### src/rtl/des_decrypt_iter.sv
// des_decrypt_iter: iterative DES block decryptor, one Feistel round per clock over 16 rounds.
// DES_DUAL_MODE_EN adds a mode input (1 = decrypt, 0 = encrypt) that is sampled at acceptance.
module des_decrypt_iter (
    input  logic        clk,
    input  logic        reset,
    input  logic        in_valid,
    output logic        in_ready,
    input  logic [63:0] cipher,
    input  logic [63:0] key,
    output logic        out_valid,
    input  logic        out_ready,
    output logic [63:0] plain,
    output logic        busy
`ifdef DES_DUAL_MODE_EN
    ,
    input  logic        mode
`endif
);
    localparam int ip_t [64] = '{58,50,42,34,26,18,10,2,60,52,44,36,28,20,12,4,
                                 62,54,46,38,30,22,14,6,64,56,48,40,32,24,16,8,
                                 57,49,41,33,25,17,9,1,59,51,43,35,27,19,11,3,
                                 61,53,45,37,29,21,13,5,63,55,47,39,31,23,15,7};
    localparam int fp_t [64] = '{40,8,48,16,56,24,64,32,39,7,47,15,55,23,63,31,
                                 38,6,46,14,54,22,62,30,37,5,45,13,53,21,61,29,
                                 36,4,44,12,52,20,60,28,35,3,43,11,51,19,59,27,
                                 34,2,42,10,50,18,58,26,33,1,41,9,49,17,57,25};
    localparam int e_t [48] = '{32,1,2,3,4,5,4,5,6,7,8,9,8,9,10,11,12,13,12,13,14,15,16,17,
                                16,17,18,19,20,21,20,21,22,23,24,25,24,25,26,27,28,29,28,29,30,31,32,1};
    localparam int p_t [32] = '{16,7,20,21,29,12,28,17,1,15,23,26,5,18,31,10,
                                2,8,24,14,32,27,3,9,19,13,30,6,22,11,4,25};
    localparam int pc1_t [56] = '{57,49,41,33,25,17,9,1,58,50,42,34,26,18,10,2,59,51,43,35,27,19,11,3,60,52,44,36,
                                  63,55,47,39,31,23,15,7,62,54,46,38,30,22,14,6,61,53,45,37,29,21,13,5,28,20,12,4};
    localparam int pc2_t [48] = '{14,17,11,24,1,5,3,28,15,6,21,10,23,19,12,4,26,8,16,7,27,20,13,2,
                                  41,52,31,37,47,55,30,40,51,45,33,48,44,49,39,56,34,53,46,42,50,36,29,32};
    // S1..S8 back to back, each 64 entries indexed by {b1,b6,b2..b5}
    localparam logic [3:0] sbox [512] = '{
        14,4,13,1,2,15,11,8,3,10,6,12,5,9,0,7, 0,15,7,4,14,2,13,1,10,6,12,11,9,5,3,8,
        4,1,14,8,13,6,2,11,15,12,9,7,3,10,5,0, 15,12,8,2,4,9,1,7,5,11,3,14,10,0,6,13,
        15,1,8,14,6,11,3,4,9,7,2,13,12,0,5,10, 3,13,4,7,15,2,8,14,12,0,1,10,6,9,11,5,
        0,14,7,11,10,4,13,1,5,8,12,6,9,3,2,15, 13,8,10,1,3,15,4,2,11,6,7,12,0,5,14,9,
        10,0,9,14,6,3,15,5,1,13,12,7,11,4,2,8, 13,7,0,9,3,4,6,10,2,8,5,14,12,11,15,1,
        13,6,4,9,8,15,3,0,11,1,2,12,5,10,14,7, 1,10,13,0,6,9,8,7,4,15,14,3,11,5,2,12,
        7,13,14,3,0,6,9,10,1,2,8,5,11,12,4,15, 13,8,11,5,6,15,0,3,4,7,2,12,1,10,14,9,
        10,6,9,0,12,11,7,13,15,1,3,14,5,2,8,4, 3,15,0,6,10,1,13,8,9,4,5,11,12,7,2,14,
        2,12,4,1,7,10,11,6,8,5,3,15,13,0,14,9, 14,11,2,12,4,7,13,1,5,0,15,10,3,9,8,6,
        4,2,1,11,10,13,7,8,15,9,12,5,6,3,0,14, 11,8,12,7,1,14,2,13,6,15,0,9,10,4,5,3,
        12,1,10,15,9,2,6,8,0,13,3,4,14,7,5,11, 10,15,4,2,7,12,9,5,6,1,13,14,0,11,3,8,
        9,14,15,5,2,8,12,3,7,0,4,10,1,13,11,6, 4,3,2,12,9,5,15,10,11,14,1,7,6,0,8,13,
        4,11,2,14,15,0,8,13,3,12,9,7,5,10,6,1, 13,0,11,7,4,9,1,10,14,3,5,12,2,15,8,6,
        1,4,11,13,12,3,7,14,10,15,6,8,0,5,9,2, 6,11,13,8,1,4,10,7,9,5,0,15,14,2,3,12,
        13,2,8,4,6,15,11,1,10,9,3,14,5,0,12,7, 1,15,13,8,10,3,7,4,12,5,6,11,0,14,9,2,
        7,11,4,1,9,12,14,2,0,6,10,13,15,3,5,8, 2,1,14,7,4,10,8,13,15,12,9,0,3,5,6,11};

    function automatic logic [63:0] ip(input logic [63:0] x);
        logic [63:0] y;
        for (int i = 0; i < 64; i++) y[63-i] = x[64-ip_t[i]];
        return y;
    endfunction

    function automatic logic [63:0] fp(input logic [63:0] x);
        logic [63:0] y;
        for (int i = 0; i < 64; i++) y[63-i] = x[64-fp_t[i]];
        return y;
    endfunction

    function automatic logic [55:0] pc1(input logic [63:0] x);
        logic [55:0] y;
        for (int i = 0; i < 56; i++) y[55-i] = x[64-pc1_t[i]];
        return y;
    endfunction

    function automatic logic [47:0] pc2(input logic [55:0] x);
        logic [47:0] y;
        for (int i = 0; i < 48; i++) y[47-i] = x[56-pc2_t[i]];
        return y;
    endfunction

    function automatic logic [31:0] feistel(input logic [31:0] x, input logic [47:0] k);
        logic [47:0] e;
        logic [31:0] s, y;
        logic [5:0] b;
        for (int i = 0; i < 48; i++) e[47-i] = x[32-e_t[i]];
        e = e ^ k;
        for (int j = 0; j < 8; j++) begin
            b = e[47-6*j -: 6];
            s[31-4*j -: 4] = sbox[j*64 + int'({b[5], b[0], b[4:1]})];
        end
        for (int i = 0; i < 32; i++) y[31-i] = s[32-p_t[i]];
        return y;
    endfunction

    function automatic logic [27:0] rotr(input logic [27:0] x, input logic [1:0] n);
        return n == 2'd0 ? x : n == 2'd1 ? {x[0], x[27:1]} : {x[1:0], x[27:2]};
    endfunction

    function automatic logic [27:0] rotl(input logic [27:0] x, input logic [1:0] n);
        return n == 2'd1 ? {x[26:0], x[27]} : {x[25:0], x[27:26]};
    endfunction

    typedef enum logic [1:0] {idle, run, done} state_t;
    state_t state;
    logic [3:0] rnd;
    logic [31:0] l, r, fr;
    logic [27:0] c, d, cn, dn;
    logic [1:0] rot;
    logic one, dec;

`ifndef DES_DUAL_MODE_EN
    assign dec = 1'b1;
`endif
    assign in_ready = state == idle;
    assign busy = state != idle;

    always_comb begin
        one = rnd == 4'd1 || rnd == 4'd8 || rnd == 4'd15;
        rot = dec ? (rnd == 4'd0 ? 2'd0 : one ? 2'd1 : 2'd2) : (rnd == 4'd0 || one ? 2'd1 : 2'd2);
        cn = dec ? rotr(c, rot) : rotl(c, rot);
        dn = dec ? rotr(d, rot) : rotl(d, rot);
        fr = feistel(r, pc2({cn, dn}));
    end

    always_ff @(posedge clk) begin
        if (reset) begin
            state <= idle;
            rnd <= '0;
            out_valid <= 1'b0;
            plain <= '0;
        end else begin
            case (state)
                idle: if (in_valid) begin
                    {l, r} <= ip(cipher);
                    {c, d} <= pc1(key);
                    rnd <= '0;
`ifdef DES_DUAL_MODE_EN
                    dec <= mode;
`endif
                    state <= run;
                end
                run: begin
                    l <= r;
                    r <= l ^ fr;
                    c <= cn;
                    d <= dn;
                    rnd <= rnd + 4'd1;
                    // last round leaves the halves unswapped before the final permutation
                    if (rnd == 4'd15) begin
                        plain <= fp({l ^ fr, r});
                        out_valid <= 1'b1;
                        state <= done;
                    end
                end
                done: if (out_ready) begin
                    out_valid <= 1'b0;
                    state <= idle;
                end
                default: state <= idle;
            endcase
        end
    end
endmodule

### config.mk
export PLATFORM = sky130hd
export DESIGN_NAME = des_decrypt_iter
export DESIGN_NICKNAME = d
export VERILOG_FILES = /design/src/rtl/des_decrypt_iter.sv
export SDC_FILE = /design/constraint.sdc
export NUM_CORES = 1
export LEC_CHECK = 0
export ABC_AREA = 1
export BUFFER_PORTS_ARGS = -buffer_cell sky130_fd_sc_hd__buf_2
export CAP_MARGIN = 10
export CORE_ASPECT_RATIO = 1.75
export CORE_MARGIN = 3
export CORE_UTILIZATION = 60
export DETAILED_ROUTE_END_ITERATION = 8
export PLACE_DENSITY = 0.79
export RECOVER_POWER = 25
export SLEW_MARGIN = 20
export SYNTH_ARGS = -nofsm -noshare
export SYNTH_HDL_FRONTEND = slang
export SYNTH_SLANG_ARGS = --single-unit
### constraint.sdc
create_clock -name clk -period 9 [get_ports clk]
set_clock_uncertainty 0.2 [all_clocks]
set_input_delay 0.45 -clock clk [delete_from_list [all_inputs] [get_ports clk]]
set_output_delay 0.45 -clock clk [all_outputs]
set_load 0.005 [all_outputs]
==> out/qor.txt, run 1 <==
Hold crit path type: in -> reg
Max Fclk: 165 MHz
Length of routed met3 wiring: 4670 um
Starting density of the core: 0.612
Mapped Cells: 2398
Final period util: 0.673
Die ar.: 0.0279 mm2
RSZ-0062 raised after global routing: no
Total setup buffers inserted after CTS: 0
Clk Latency, worst-skew pair: 470 ps
Asr flop ratio synth: 0
Hold Slack: 45.3 ps
First drt pass iteration count: 8
Combinational share of power: 0.451
Die Y-Extent: 219 um
Static leakage: 0.00860 uW
DR vias: 17600
Number of port buffers: 190
All-Layer GR Usage: 0.418
Root buffer cell: clkbuf_16
Number of synthesized flops with an enable pin: 120
Final wirelength: 59200 um
Final net count: 2719
Final std cells w/o fill: 2851
Most frequent cells in the layout: nand2_1, nand3_1, inv_1
Final slew viol count: 189
CP max FO: 64
Die W: 128 um
Int Pwr: 1810 uW
H-tree Lvls: 4
CTS tree: built
Synth Area per Inst: 6.47 um2
Footprint of the multi-input gates: 0.00910 mm2
Synthesized flop and latch total: 191
WS Path Type: reg -> reg
Post-CTS Resized: 0
CTS buffer count: 17
Clock Sinks: 191
M1 wire length: 18700 um
Core area: 0.0253 mm2
Layout cells sized above 1: 0.103
Final weighted congestion in routability-driven placement: 1.07
Yosys cell types: 38
Register Area: 0.00502 mm2
Max_cap viols: 3
Vias/cell: 6.17
Post-synth top flop: edfxtp_1
Hold buffer count at CTS: 0
Drt wl/cell: 20.8 um
Switching Fraction: 0.453
Fillcell total: 2349
Synth warn: 0
Slew margin rel.: -1.52
CP required: 8900 ps
Clk slew on worst S/H paths: 80 ps
Most common cell after layout, fill and taps aside: nand2_1
Run status: finished with violations
Area Overhead vs Synth: 9.29%
Detail Route met2 WL: 28700 um
Tmin final: 6050 ps
Pin count of the biggest net entering global routing: 99
Maximum VDD drop: 0.160 mV
First-pass GRT wire length: 89200 um
Seq/Total Area, Yosys: 0.324
Setup violators final: 0
Psw: 1500 uW
Failing checks: max-capacitance violations, max-slew violations
GRT overflow: 0
Post-Synthesis Net Count: 2595
Worst-Margin Slew: 3790 ps
Post-Synthesis Cell Area: 0.0155 mm2
Initial antenna violation count: 1
Hold Vio Cnt, Final: 0
Startpoint Class: flop
Clk pwr share: 0.236
Remaining DRCs: 0
Crit path arrival time: 5960 ps
CP endpoint kind: flop
DR iter-0 viols: 1971
Clock Tree Buf Depth: 2
I/O pin total: 199
Final setup TNS: 0 ps
Detailed placement HPWL: 43900 um
Remaining antenna violation count after routing: 0
Row cnt: 77
Number of global-route vias before repair: 16500
Highest routed metal layer: met4
Register share of total power: 0.313
P per Cell Area: 195 mW/mm2
Cell Count Post-Placement: 2819
Antenna cell count: 0
==> power groups by stage <==
stage / Sequential, uW / Clock, uW / Combinational, uW
after floorplan: 1040 / 0 / 1070
after global routing: 1040 / 806 / 1650
after global placement: 1050 / 0 / 1410
final: 1040 / 782 / 1490
after detailed placement: 1050 / 0 / 1440
after CTS: 1030 / 774 / 1440
==> logic make-up (layout without fill, tap and decap cells) <==
logic type / after synthesis / in the layout / share of synthesized area
adders and majority gates: 65 / 65 / 0.0524
xor gates and xnor gates: 8 / 8 / 0.00863
AOI/OAI and AO/OA: 159 / 159 / 0.0626
DFF: 191 / 191 / 0.324
and+or+nand+nor: 1644 / 1644 / 0.463
buffers and inverters: 331 / 468 / 0.0892
==> per-stage QoR <==
stage | area, um2 | util | worst slack [ps] | power [uW]
3_3_place_gp | 16500 | 0.649 | 4060 | 2470
4_1_cts | 17000 | 0.672 | 3960 | 3250
6_report | 16900 | 0.669 | 2950 | 3310
2_1_floorplan | 15500 | - | 1950 | 2110
3_5_place_dp | 16500 | 0.649 | 3980 | 2490
5_1_grt | 16900 | 0.669 | 2640 | 3490
==> sequential cells by signal (all words and copies together) (netlist names) <==
register	cells
l	32
d	28
out_valid	1
rnd	4
r	32
state	2
plain	64
c	28
==> worst paths after layout <==
kind	depth (start not counted)	from	slack, ps	end
max	7	state[0]	2950	c[5]
min	3	cipher[47]	50	r[26]
max reg2reg	7	state[0]	2950	c[5]
min reg2reg	2	out_valid	280	out_valid
==> area by class of cell <==
type	instances	area share
multi-input cells	1876	0.537
flip-flops and latches	191	0.296
repair buffers	198	0.0558
inverters	238	0.0533
clock buffers	19	0.0270
well taps	316	0.0233
clock inverters	13	0.00694
==> synth_stat cells, types with 21 or more instances <==
| cell | instances | area share |
|---|---|---|
| nand2_1 | 885 | 0.21 |
| nand3_1 | 495 | 0.16 |
| a211oi_1 | 32 | 0.015 |
| edfxtp_1 | 120 | 0.23 |
| dfxtp_1 | 71 | 0.092 |
| buf_4 | 21 | 0.010 |
| inv_1 | 224 | 0.054 |
| clkbuf_1 | 47 | 0.011 |
| nand2_2 | 35 | 0.014 |
| nor2_1 | 135 | 0.033 |
| o21ai_0 | 87 | 0.028 |
| nand4_1 | 75 | 0.030 |
| ha_1 | 65 | 0.052 |
==> metal layers <==
layer	vias to the layer above	global-route usage
met1	8000	0.417
met5	-	0
met2	1084	0.708
met4	0	0.418
li1	8209	-
met3	310	0.0739
==> critical path, cell delays in order (launching register included) <==
cell      delay [ps]
dfxtp_1          360
inv_1             90
nor2_1           270
clkbuf_1        2490
nor2_1           480
nor2_4           230
buf_4            720
buf_4            740
(Power assumes the default switching activity.)
==> inputs of run 2 (changes only) <==
==> constraint.sdc (replaced) <==
create_clock -name clk -period 6.1 [get_ports clk]
set_clock_uncertainty 0.2 [all_clocks]
set_input_delay 0.305 -clock clk [delete_from_list [all_inputs] [get_ports clk]]
set_output_delay 0.305 -clock clk [all_outputs]
set_load 0.005 [all_outputs]
==> out/qor.txt, run 2 (synthesis gave the netlist of run 1 again) <==
Clock Sinks: 191 (unchanged)
Number of port buffers: 190 (unchanged)
Max reg flops: 64 (unchanged)
H-tree Lvls: 4 (unchanged)
Max Fclk: 195 MHz (+18%)
CP required: 6280 ps (-2620 ps)
Final wirelength: 62100 um (+5.0%)
Area Overhead vs Synth: 15.8%
Critical path origin: state[0]
First-pass GRT wire length: 94700 um (+6.2%)
Hold Vio Cnt, Final: 0 (unchanged)
Clk Latency, worst-skew pair: 480 ps (about the same)
Tmin final: 5130 ps (-927 ps)
Power consumption: 5050 uW (+53%)
Register share of total power: 0.303 (-0.010)
Clk slew on worst S/H paths: 80 ps (about the same)
CTS buffer count: 17 (unchanged)
Fin worst setup slack: 972 ps (-1970 ps)
Hold crit path type: in -> reg
Detailed placement HPWL: 44600 um (+1.5%)
Static leakage: 0.00900 uW (+4.7%)
Startpoint Class: flop
Pin count of the biggest net entering global routing: 98 (-1.0%)
DP Worst Slack: 1610 ps (-2380 ps)
Slew margin rel.: -0.384 (+1.14)
Most frequent cells in the layout: nand2_1, nand3_1, inv_1
Hold Startpoint: key[38]
CP max FO: 97 (+52%)
Root buffer cell: clkbuf_16
Final weighted congestion in routability-driven placement: 1.05 (-2.5%)
Switching Fraction: 0.440 (-0.0130)
Final net count: 2816 (+3.6%)
Antenna cell count: 0 (unchanged)
Core area: 0.0253 mm2 (unchanged)
DR iter-0 viols: 1909 (-3.1%)
RSZ-0062 raised after global routing: no
P per Cell Area: 281 mW/mm2 (+44%)
Post-CTS Resized: 0 (unchanged)
Final setup TNS: 0 ps (unchanged)
Run status: finished with violations
Register Area: 0.00502 mm2 (unchanged)
Die ar.: 0.0279 mm2 (unchanged)
Initial antenna violation count: 0 (-1)
Starting density of the core: 0.612 (unchanged)
I/O pin total: 199 (unchanged)
Failing checks: design-rule violations, max-capacitance violations, max-slew violations
CTS tree: built
Setup violators final: 0 (unchanged)
All-Layer GR Usage: 0.443 (+0.0244)
First drt pass iteration count: 9 (+1)
Die W: 128 um (unchanged)
Remaining antenna violation count after routing: 0 (unchanged)
Final slew viol count: 52 (-72%)
FF-to-FF Start: state[0]
Number of global-route vias before repair: 17800 (+8.2%)
Max_cap viols: 2 (-1)
Remaining DRCs: 5 (+5)
Worst-Margin Slew: 2080 ps (-1710 ps)
Drt wl/cell: 21.1 um (+1.5%)
Clock Tree Buf Depth: 2 (unchanged)
Footprint of the multi-input gates: 0.00910 mm2 (about the same)
Psw: 2220 uW (+48%)
Layout cells sized above 1: 0.0969 (-0.00568)
Combinational share of power: 0.447 (-0.004)
Registers with the most flip-flops: plain: 64 flops, l: 32 flops, r: 32 flops
Clk pwr share: 0.249 (+0.013)
Row cnt: 77 (unchanged)
Int Pwr: 2830 uW (+56%)
WS Path Type: reg -> reg
Maximum VDD drop: 0.240 mV (+50%)
Most common cell after layout, fill and taps aside: nand2_1
Vias/cell: 6.19 (+0.24%)
Fillcell total: 2101 (-11%)
CP endpoint kind: flop
Die Y-Extent: 219 um (unchanged)
DR vias: 18200 (+3.6%)
Final period util: 0.841 (+0.168)
GRT overflow: 0 (unchanged)
Largest register by flop count: plain
Crit path arrival time: 5300 ps (-660 ps)
==> run 2: worst max-delay path, stage by stage (launching register included) <==
cell and delay [ps]:
dfxtp_1 340, inv_1 90, nor2_1 1140, inv_6 550, nor2_1 310, clkbuf_1 1520
nand3_1 610, nand2_1 170, inv_1 50
==> run 2: routing by layer <==
layer / share of wire / wire, um / GRT usage
met5: 0 / 0 / 0
met4: 0.13 / 7970 / 0.466
met3: 0.085 / 5310 / 0.0902
met2: 0.48 / 30000 / 0.753
met1: 0.30 / 18900 / 0.420
==> run 2: path summary, 6_finish.rpt <==
kind / cells after the start / slack [ps] / to
setup / recovery: 8 / 970 / plain[6]
hold / removal: 3 / 7 / c[15]
setup reg to reg: 8 / 970 / plain[6]
hold reg to reg: 2 / 290 / plain[49]
==> run 2: cell type report <==
cell class                      instances  share of cell area
Clock buffer                           19              0.0258
Clock inverter                         13             0.00941
Inverter                              238              0.0503
Multi-Input combinational cell       1876               0.507
Sequential cell                       191               0.280
Tap cell                              316              0.0220
Timing Repair Buffer                  295               0.106
==> run 2: stage by stage <==
stage | instances | hold slack (ps) | cell area [um2] | utilization
floorplan | 2398 | 256 | 15500 | -
global placement | 2822 | 254 | 16500 | 0.650
detailed placement | 2822 | 280 | 16500 | 0.650
CTS | 2948 | 0.190 | 18100 | 0.713
global route | 2948 | 1.77 | 18000 | 0.709
finish | 2948 | 6.59 | 18000 | 0.709
==> run 2: power by group through the flow <==
stage | combinational (uW) | sequential [uW] | clock (uW)
finish | 2260 | 1530 | 1260
global route | 2500 | 1530 | 1290
CTS | 2180 | 1530 | 1250
detailed placement | 2120 | 1550 | 0
global placement | 2090 | 1550 | 0
floorplan | 1580 | 1530 | 0
==> run 2: timing repair <==
item	in CTS	in global routing
hold buffers	94	0
setup buffers	0	0
endpoints found under the hold margin	95	0
